===== src/rtl/id_pipe_stage.sv =====
// Instruction-decode stage of the MIPS pipeline: control decode, 32-entry register file,
// operand/immediate formation, load-use stall insertion and the ID/EX pipeline register.
module id_pipe_stage #(
    parameter int DATA_W    = 32,
    parameter int BYPASS_EN = 1,
    parameter int HAZARD_EN = 1
) (
    input  logic              clk,
    input  logic              reset,
    input  logic              if_valid,
    input  logic [31:0]       if_instruction,
    input  logic [DATA_W-1:0] if_pc_plus_4,
    output logic              id_ready,
    input  logic              interrupt,
    input  logic              flush,
    input  logic              wb_reg_write,
    input  logic [4:0]        wb_write_addr,
    input  logic [DATA_W-1:0] wb_write_data,
    input  logic              ex_ready,
    output logic              ex_valid,
    output logic [DATA_W-1:0] ex_databus_a,
    output logic [DATA_W-1:0] ex_databus_b,
    output logic [DATA_W-1:0] ex_databus_c,
    output logic [31:0]       ex_control,
    output logic [4:0]        ex_reg_addr,
    output logic [DATA_W-1:0] ex_pc_plus_4,
    output logic [31:0]       ex_instruction,
    output logic [15:0]       stall_count
);

    // Handshake: an IF word transfers into ID on a rising edge where if_valid & id_ready;
    // the ID/EX register transfers to EX on a rising edge where ex_valid & ex_ready.

    localparam int CTL_MEMREAD = 11;

    logic [5:0]  opcode;
    logic [5:0]  funct;
    logic [4:0]  rsAddr;
    logic [4:0]  rtAddr;
    logic [4:0]  rdAddr;
    logic [4:0]  shamt;
    logic [15:0] imm;

    assign opcode = if_instruction[31:26];
    assign rsAddr = if_instruction[25:21];
    assign rtAddr = if_instruction[20:16];
    assign rdAddr = if_instruction[15:11];
    assign shamt  = if_instruction[10:6];
    assign funct  = if_instruction[5:0];
    assign imm    = if_instruction[15:0];

    logic [2:0]  pcSrc;
    logic        regWrite;
    logic [1:0]  regDst;
    logic        memRead;
    logic        memWrite;
    logic [1:0]  memToReg;
    logic        aluSrc1;
    logic        aluSrc2;
    logic        extOp;
    logic        luOp;
    logic        exception;
    logic [31:0] ctrlWord;

    always_comb begin
        pcSrc     = 3'd0;
        regWrite  = 1'b0;
        regDst    = 2'b00;
        memRead   = 1'b0;
        memWrite  = 1'b0;
        memToReg  = 2'b00;
        aluSrc1   = 1'b0;
        aluSrc2   = 1'b0;
        extOp     = 1'b1;
        luOp      = 1'b0;
        exception = 1'b0;
        case (opcode)
            6'h00: begin
                regWrite = 1'b1;
                regDst   = 2'b01;
                case (funct)
                    6'h00, 6'h02, 6'h03: aluSrc1 = 1'b1;
                    6'h08: begin
                        pcSrc    = 3'd3;
                        regWrite = 1'b0;
                    end
                    6'h09: begin
                        pcSrc    = 3'd3;
                        memToReg = 2'b10;
                    end
                    default: ;
                endcase
            end
            6'h02: pcSrc = 3'd2;
            6'h03: begin
                pcSrc    = 3'd2;
                regWrite = 1'b1;
                regDst   = 2'b10;
                memToReg = 2'b10;
            end
            6'h04, 6'h05: pcSrc = 3'd1;
            6'h08, 6'h09, 6'h0a, 6'h0b: begin
                regWrite = 1'b1;
                aluSrc2  = 1'b1;
            end
            6'h0c, 6'h0d, 6'h0e: begin
                regWrite = 1'b1;
                aluSrc2  = 1'b1;
                extOp    = 1'b0;
            end
            6'h0f: begin
                regWrite = 1'b1;
                aluSrc2  = 1'b1;
                luOp     = 1'b1;
            end
            6'h23: begin
                regWrite = 1'b1;
                aluSrc2  = 1'b1;
                memRead  = 1'b1;
                memToReg = 2'b01;
            end
            6'h2b: begin
                aluSrc2  = 1'b1;
                memWrite = 1'b1;
            end
            default: begin
                // Unknown opcode traps and saves the return address in $26.
                exception = 1'b1;
                pcSrc     = 3'd5;
                regWrite  = 1'b1;
                regDst    = 2'b11;
                memToReg  = 2'b10;
            end
        endcase
        if (interrupt) begin
            pcSrc     = 3'd4;
            regWrite  = 1'b1;
            regDst    = 2'b11;
            memRead   = 1'b0;
            memWrite  = 1'b0;
            memToReg  = 2'b10;
            exception = 1'b0;
        end
        ctrlWord        = '0;
        ctrlWord[2:0]   = pcSrc;
        ctrlWord[8]     = regWrite;
        ctrlWord[10:9]  = regDst;
        ctrlWord[11]    = memRead;
        ctrlWord[12]    = memWrite;
        ctrlWord[14:13] = memToReg;
        ctrlWord[15]    = aluSrc1;
        ctrlWord[16]    = aluSrc2;
        ctrlWord[17]    = extOp;
        ctrlWord[18]    = luOp;
        ctrlWord[22]    = exception;
    end

    logic [DATA_W-1:0] regFile [32];
    logic              wbActive;

    assign wbActive = wb_reg_write && (wb_write_addr != 5'd0);

    always_ff @(posedge clk) begin
        if (!reset) begin
            for (int i = 0; i < 32; i++) begin
                regFile[i] <= '0;
            end
        end else if (wbActive) begin
            regFile[wb_write_addr] <= wb_write_data;
        end
    end

    logic [DATA_W-1:0] rsData;
    logic [DATA_W-1:0] rtData;

    always_comb begin
        rsData = regFile[rsAddr];
        rtData = regFile[rtAddr];
        if (BYPASS_EN != 0 && wbActive && wb_write_addr == rsAddr) begin
            rsData = wb_write_data;
        end
        if (BYPASS_EN != 0 && wbActive && wb_write_addr == rtAddr) begin
            rtData = wb_write_data;
        end
    end

    logic [DATA_W-1:0] operandA;
    logic [DATA_W-1:0] immExt;
    logic [4:0]        destAddr;

    always_comb begin
        operandA = aluSrc1 ? DATA_W'(shamt) : rsData;
        if (luOp) begin
            immExt = DATA_W'($signed({imm, 16'h0000}));
        end else if (extOp) begin
            immExt = DATA_W'($signed(imm));
        end else begin
            immExt = DATA_W'(imm);
        end
        case (regDst)
            2'b00:   destAddr = rtAddr;
            2'b01:   destAddr = rdAddr;
            2'b10:   destAddr = 5'd31;
            default: destAddr = 5'd26;
        endcase
    end

    logic adv;
    logic hazard;

    assign adv    = ex_ready || !ex_valid;
    assign hazard = (HAZARD_EN != 0) && if_valid && ex_valid && ex_control[CTL_MEMREAD]
                    && (ex_reg_addr != 5'd0)
                    && (ex_reg_addr == rsAddr || ex_reg_addr == rtAddr);
    assign id_ready = reset && (flush || (adv && !hazard));

    always_ff @(posedge clk) begin
        if (!reset) begin
            ex_valid       <= 1'b0;
            ex_databus_a   <= '0;
            ex_databus_b   <= '0;
            ex_databus_c   <= '0;
            ex_control     <= '0;
            ex_reg_addr    <= '0;
            ex_pc_plus_4   <= '0;
            ex_instruction <= '0;
            stall_count    <= '0;
        end else if (flush) begin
            ex_valid <= 1'b0;
        end else if (adv) begin
            if (if_valid && !hazard) begin
                ex_valid       <= 1'b1;
                ex_databus_a   <= operandA;
                ex_databus_b   <= rtData;
                ex_databus_c   <= immExt;
                ex_control     <= ctrlWord;
                ex_reg_addr    <= destAddr;
                ex_pc_plus_4   <= if_pc_plus_4;
                ex_instruction <= if_instruction;
            end else begin
                ex_valid <= 1'b0;
                if (hazard && stall_count != 16'hFFFF) begin
                    stall_count <= stall_count + 16'd1;
                end
            end
        end
    end

endmodule


===== config.mk =====
export PLATFORM = sky130hd
export DESIGN_NAME = id_pipe_stage
export DESIGN_NICKNAME = d
export VERILOG_FILES = /design/src/rtl/id_pipe_stage.sv
export SDC_FILE = /design/constraint.sdc
export NUM_CORES = 2
export LEC_CHECK = 0
export BUFFER_PORTS_ARGS = -buffer_cell sky130_fd_sc_hd__buf_2
export CELL_PAD_IN_SITES_DETAIL_PLACEMENT = 2
export CELL_PAD_IN_SITES_GLOBAL_PLACEMENT = 2
export CORE_UTILIZATION = 40
export CTS_CLUSTER_SIZE = 10
export DETAILED_ROUTE_END_ITERATION = 8
export GPL_TIMING_DRIVEN = 0
export PLACE_DENSITY_LB_ADDON = 0.08
export SYNTH_ARGS = -nofsm -noshare
export SYNTH_HDL_FRONTEND = slang
export SYNTH_SLANG_ARGS = --single-unit

===== constraint.sdc =====
create_clock -name clk -period 4.4 [get_ports clk]
set_clock_uncertainty 0.05 [all_clocks]
set_input_delay 0.22 -clock clk [delete_from_list [all_inputs] [get_ports clk]]
set_output_delay 0.22 -clock clk [all_outputs]
set_load 0.01 [all_outputs]

Word-level counts from Yosys, hierarchy flattened
Memory sizes are Yosys's and may differ from the RTL's. A register that Yosys moved wholly into a read port is not among the register bits.
Index checks and enable logic that the tools add are counted.
{"block": "word_totals", "register_bits": 165, "rom_bits": 0, "latch_bits": 0, "word_cells": 107, "mem_bits_rw": 1024, "memories": 1, "output_inout_bits": 215, "in_bits": 108}
{"memory": "regFile", "words": 32, "word_bits": 32, "rd": 2, "rd_ports_with_merged_regs": 1, "write_ports": 32, "line_no": "158", "rtl": "logic [DATA_W-1:0] regFile [32];"}
{"block": "classes", "n_mul": 0, "n_eq_ne": 24, "shift": 0, "n_lt_le_gt_ge": 0, "n_div": 0, "bitwise_logic": 3, "n_mux": 35, "n_reduce_logical": 35, "n_addsub": 1}
{"cell": "$mux W32", "count": 5}
{"cell": "$eq A6 B4 Y1 const B", "count": 10}
{"cell": "$reduce_or A32 Y1", "count": 1}
{"cell": "$eq A6 B2 Y1 const B", "count": 4}
{"cell": "$mux W1", "count": 19}
{"cell": "$add A16 B1 Y16 const B", "count": 1}
{"cell": "$ne A16 B16 Y1 const B", "count": 1}
{"cell": "$eq A5 B5 Y1", "count": 3}
{"cell": "$pmux W5 S3", "count": 1}
{"cell": "$reduce_or A15 Y1", "count": 1}
{"cell": "$reduce_or A13 Y1", "count": 1}
{"cell": "$eq A6 B3 Y1 const B", "count": 2}
{"cell": "$eq A6 B6 Y1 const B", "count": 2}
{"cell": "$logic_not A6 Y1", "count": 2}
{"cell": "$pmux W2 S3", "count": 2}
{"cell": "$pmux W3 S4", "count": 1}
{"cell": "$reduce_or A12 Y1", "count": 1}
{"cell": "$logic_and A1 B1 Y1", "count": 10}
{"cell": "$reduce_bool A5 Y1", "count": 2}
{"cell": "$reduce_or A10 Y1", "count": 1}
{"cell": "$mux W2", "count": 4}
{"cell": "$reduce_or A2 Y1", "count": 4}
{"cell": "$reduce_or A3 Y1", "count": 2}
{"cell": "$mux W5", "count": 1}
{"cell": "11 further kinds", "count": 17}

Depth between registers and ports, before layout
{"block": "logic_depth", "word_depth": 8, "mapped_depth": 11}

Worst setup path before layout
OpenSTA, ideal clock, no wires.
{"block": "synth_timing", "path_type": "input-to-reg", "from": "input wb_write_addr[4]", "to": "memory regFile[20][0] (enable)", "setup_time_ns": 0.466, "slack_ns": 0.231, "arrival_time_ns": 3.653, "stages": 7, "path_cell_list": "buf_2 -> or3_4 -> buf_6 -> nor3_4 -> or4_1 -> buf_2 -> o21ai_0"}
{"element": "start: declaration", "line_no": "17", "rtl": "input logic [4:0] wb_write_addr,"}
{"element": "end: declaration", "line_no": "158"}

Final worst setup path
{"block": "layout_timing", "from": "register ex_reg_addr[0]", "to": "register ex_databus_b[3], read port of regFile"}
{"block": "layout_via", "elab_chain_cells": 6, "word_cells_on_any_way": 9, "cone_classes": "eq/ne: 2; reduce/logical: 7"}
{"element": "start: declaration", "line_no": "25", "rtl": "output logic [4:0] ex_reg_addr,"}
{"element": "start signal: assignment", "line_no": "237", "rtl": "ex_reg_addr <= destAddr;"}
{"element": "$eq A5 B5 Y1 or $reduce_bool A5 Y1 (tied branches)", "line_no": "214, 213"}
{"element": "$logic_or A1 B1 Y1 or $logic_and A1 B1 Y1 (tied branches)", "line_no": "214, 213"}
{"element": "$logic_and A1 B1 Y1 (*)", "line_no": "214", "rtl": "&& (ex_reg_addr == rsAddr || ex_reg_addr == rtAddr);"}
{"element": "$logic_not A1 Y1 (*)", "line_no": "231", "rtl": "if (if_valid && !hazard) begin"}
{"element": "$logic_and A1 B1 Y1 (*)", "line_no": "231"}
{"element": "$reduce_and A3 Y1 (no line) (*)"}
{"element": "end: declaration", "line_no": "22", "rtl": "output logic [DATA_W-1:0] ex_databus_b,"}
Mark *: on every way between the ends. The rest lies on a longest branch, timed or not.
A chain may end at the register's enable or synchronous reset.

==> summary.txt <==
Logic synthesis
  • Ys flop type: edfxtp_1
  • Post-Synth XOR/XNOR Area: 0.306%
  • Post-synth EDFFs: 1024
  • Ys async rst share: 0%
  • Share of the synthesized area in compound gates (AO/OA/AOI/OAI): under 10%
  • Synth Area in Adders: less than 1%
  • Post-Syn Area: 0.0630 mm²
  • Largest family of logic cells by synthesized area: multiplexers
  • Leading area contributor after synthesis: edfxtp_1
  • FF+latch count, synth: 1220
  • Mux contribution to synthesized area: 20.3%
  • Top area cells in the synthesized netlist: edfxtp_1 (49%), mux4_2 (15%), and2_1 (9.9%)
  • Post-Syn Area per Cell: 13.6 µm²
  • Top cell type's share of synthesized area: about half
  • Cells after Synth: around 4.6k
  • Synth unique cells: approximately 70
  • Area share of and/or/nand/nor cells after synthesis: 14.0%
  • Post-synthesis sequential area ratio: 55.1%
  • Yosys warnings: 0

Timing
  • Final Critical Period: around 4.2 ns
  • Fmax: about 240 MHz
  • Setup-failing EPs final: 0
  • Tcrit/Tclk final: between 90% and 100%
  • Slew margin rel.: -0.840%
  • RSZ-0062 raised after global routing: false
  • Final hold vios: 0
  • Slew @ Worst Pin: between 1.5 and 2 ns
  • Fin. max-slew vios: 11

Global route
  • Initial antenna violation count: 40
  • Number of global-route vias before repair: approximately 49k
  • Global route overflow: 0
  • Largest net degree at the start of global routing: 27
  • Total GRT Usage: between 30% and 40%
  • First-pass GRT wire length: ~410000 µm

CTS
  • Clk buf depth: 3
  • H-tree depth: 4
  • CTS resizes: 0
  • TritonCTS clock tree: yes
  • Total CTS buffers: roughly 150
  • Worst-skew pair later-pin latency: around 0.81 ns
  • # clock sinks: 1220
  • CTS root buffer: clkbuf_16
  • Post-CTS Hold Buffers: 89
  • Setup bufs post-CTS: 0
  • Worst-path clk slew: 0.06 ns

Critical path
  • Crit path max-delay family: buffers and inverters
  • Critical path's largest stage delay: 1.09 ns
  • Worst-path maximum fanout: 10
  • Crit path from: ex_reg_addr[0]$_SDFFE_PN0P_
  • Setup CP Type: register to register
  • Critical path, cell by cell: xnor2_1 -> nand3_1 -> o22ai_2 -> a21oi_4 -> clkbuf_1 -> clkbuf_1 -> a21oi_1
  • Crit path buffers/inverters: 2
  • Worst EP arrival: about 4.8 ns
  • Worst EP required: just under 5 ns
  • CP Launch Type: register
  • Slowest-stage cell, CP: clkbuf_1
  • Worst r2r src: ex_reg_addr[0]$_SDFFE_PN0P_
  • Most used cell, CP: clkbuf_1
  • CP Capture Type: register

Finish
  • Layout cells sized above 1: between 20% and 30%
  • Most frequent cells in the layout: edfxtp_1 (1024), and2_1 (996), mux4_2 (423), buf_2 (413), clkbuf_1 (353)
  • Non-Filler Instances: between 7k and 8k
  • Final core occ: 47.2%
  • Final #Nets: approximately 5.3k
  • Commonest non-fill, non-tap cell in the layout: edfxtp_1
  • Fin area: between 0.07 and 0.08 mm²
  • Area delta synth->final: 17.0%

Floorplanning
  • Die Ht: between 300 and 400 µm
  • Num ports: 323
  • Starting density of the core: approximately 40%
  • Die width: approximately 400 µm
  • Die ar.: approximately 0.16 mm²
  • Row count: ~150
  • Placeable Area: around 0.16 mm²

Job
  • # Max-Cap Violations: 1

Pwr
  • Total power: slightly below 30 mW
  • Power per cell area: 399 mW/mm²
  • Leakage: ~27 nW
  • Worst vdd ir: around 0.3 mV

Detailed routing
  • DRC viols: 0
  • Drt pass-1 iters: 5
  • DR WL/cell: between 40 and 50 µm
  • DR vias: ~48k
  • WL final: between 300000 and 400000 µm
  • Vias per std cell: between 6 and 7
  • DRT iter0 DRCs: roughly 6.7k
  • Post-DRT Antenna Nets: 0

Placed design
  • RePlAce Congestion: approximately 0.96
  • Area post-placement: between 0.06 and 0.07 mm²
  • Hpwl dp: between 200000 and 250000 µm
  • PortBufs: 291
  • Post-placement cell count: roughly 7k

Run status
  • Status: finished, violations left
  • Failing checks: capacitance limit, slew limit

Worst hold path
  • Hold path startpoint: reset
  • Worst Hold Class: input port to register
==> cell families (layout without fill, tap and decap cells) <==
family | count (synthesis) | in the layout
DFF | 1220 | 1220
and+or+nand+nor | 1518 | 1518
other | 1 | 68
adders and majority gates | 1 | 1
muxes | 746 | 746
buffers and inverters | 501 | 1169
AOI/OAI and AO/OA | 611 | 611
xor gates and xnor gates | 22 | 22
==> flip-flops by register name, summed over array words and instances, names as in the netlist <==
register        flops
stall_count        16
ex_valid            1
ex_databus_c       32
ex_instruction     32
ex_reg_addr         5
ex_control         14
ex_databus_b       32
regFile          1024
ex_databus_a       32
ex_pc_plus_4       32
==> through the flow <==
step	TNS, ns	hold slack [ns]	setup slack (ns)
floorplan	0	0.243	0.231
finish	0	0.0994	0.192
detailed placement	0	0.382	0.0297
global placement	-2966.18	0.379	-3.49
CTS	0	0.0372	0.308
global route	0	0.0852	0.192
==> path summary, 6_finish.rpt <==
path                                                      end  depth (start not counted)  slack [ns]
worst min register to register  ex_databus_c[11]$_SDFFE_PN0P_                          2        0.40
worst max-delay path             ex_databus_b[3]$_SDFFE_PN0P_                          7        0.19
worst max register to register   ex_databus_b[3]$_SDFFE_PN0P_                          7        0.19
worst min-delay path            ex_databus_a[31]$_SDFFE_PN0P_                          3         0.1
==> final cells by class <==
type	count	area, µm²
clock buffers	228	4170
diodes	19	47.5
flip-flops and latches	1220	34700
multi-input cells	2947	26400
repair buffers	417	3180
fillers	14935	82500
plain buffers	497	2430
well taps	2058	2570
clock inverters	23	209
inverters	4	15.0
==> where the power goes <==
part	internal [mW]	switching [mW]
combinational	1.47	2.66
clock	6.55	5.11
sequential	13.2	0.422
==> worst register-to-register path: stages, from the launching register on <==
cell and delay, ns:
dfxtp_1 0.78, xnor2_1 0.18, nand3_1 0.13, o22ai_2 0.25, a21oi_4 0.62, clkbuf_1 0.76
clkbuf_1 1.09, a21oi_1 0.16
==> Yosys cell counts (11+ instances only) <==
library cell,number
clkbuf_1,290
buf_6,25
or3_1,14
nor2_1,72
buf_2,121
dfxtp_1,196
o22ai_1,85
nor2b_1,32
o211ai_2,20
a211oi_1,42
buf_1,15
mux2_2,25
nand2_1,193
nand3_1,96
or4_1,22
o21ai_0,80
nand2b_1,11
a22o_1,38
buf_4,40
a221oi_2,19
mux4_2,423
a221oi_1,19
and2_1,996
nor3_1,25
nand4_1,11
edfxtp_1,1024
a21oi_1,222
a22oi_1,47
nor4_1,14
mux2i_1,298
xnor2_1,19
==> layer usage <==
metal	wire [µm]	GRT usage, %
met3	33400	9.65
met4	15600	17.4
met5	84	0
met2	136000	58.2
met1	119000	50.6
Note: power is estimated with default switching activity, not from simulation.
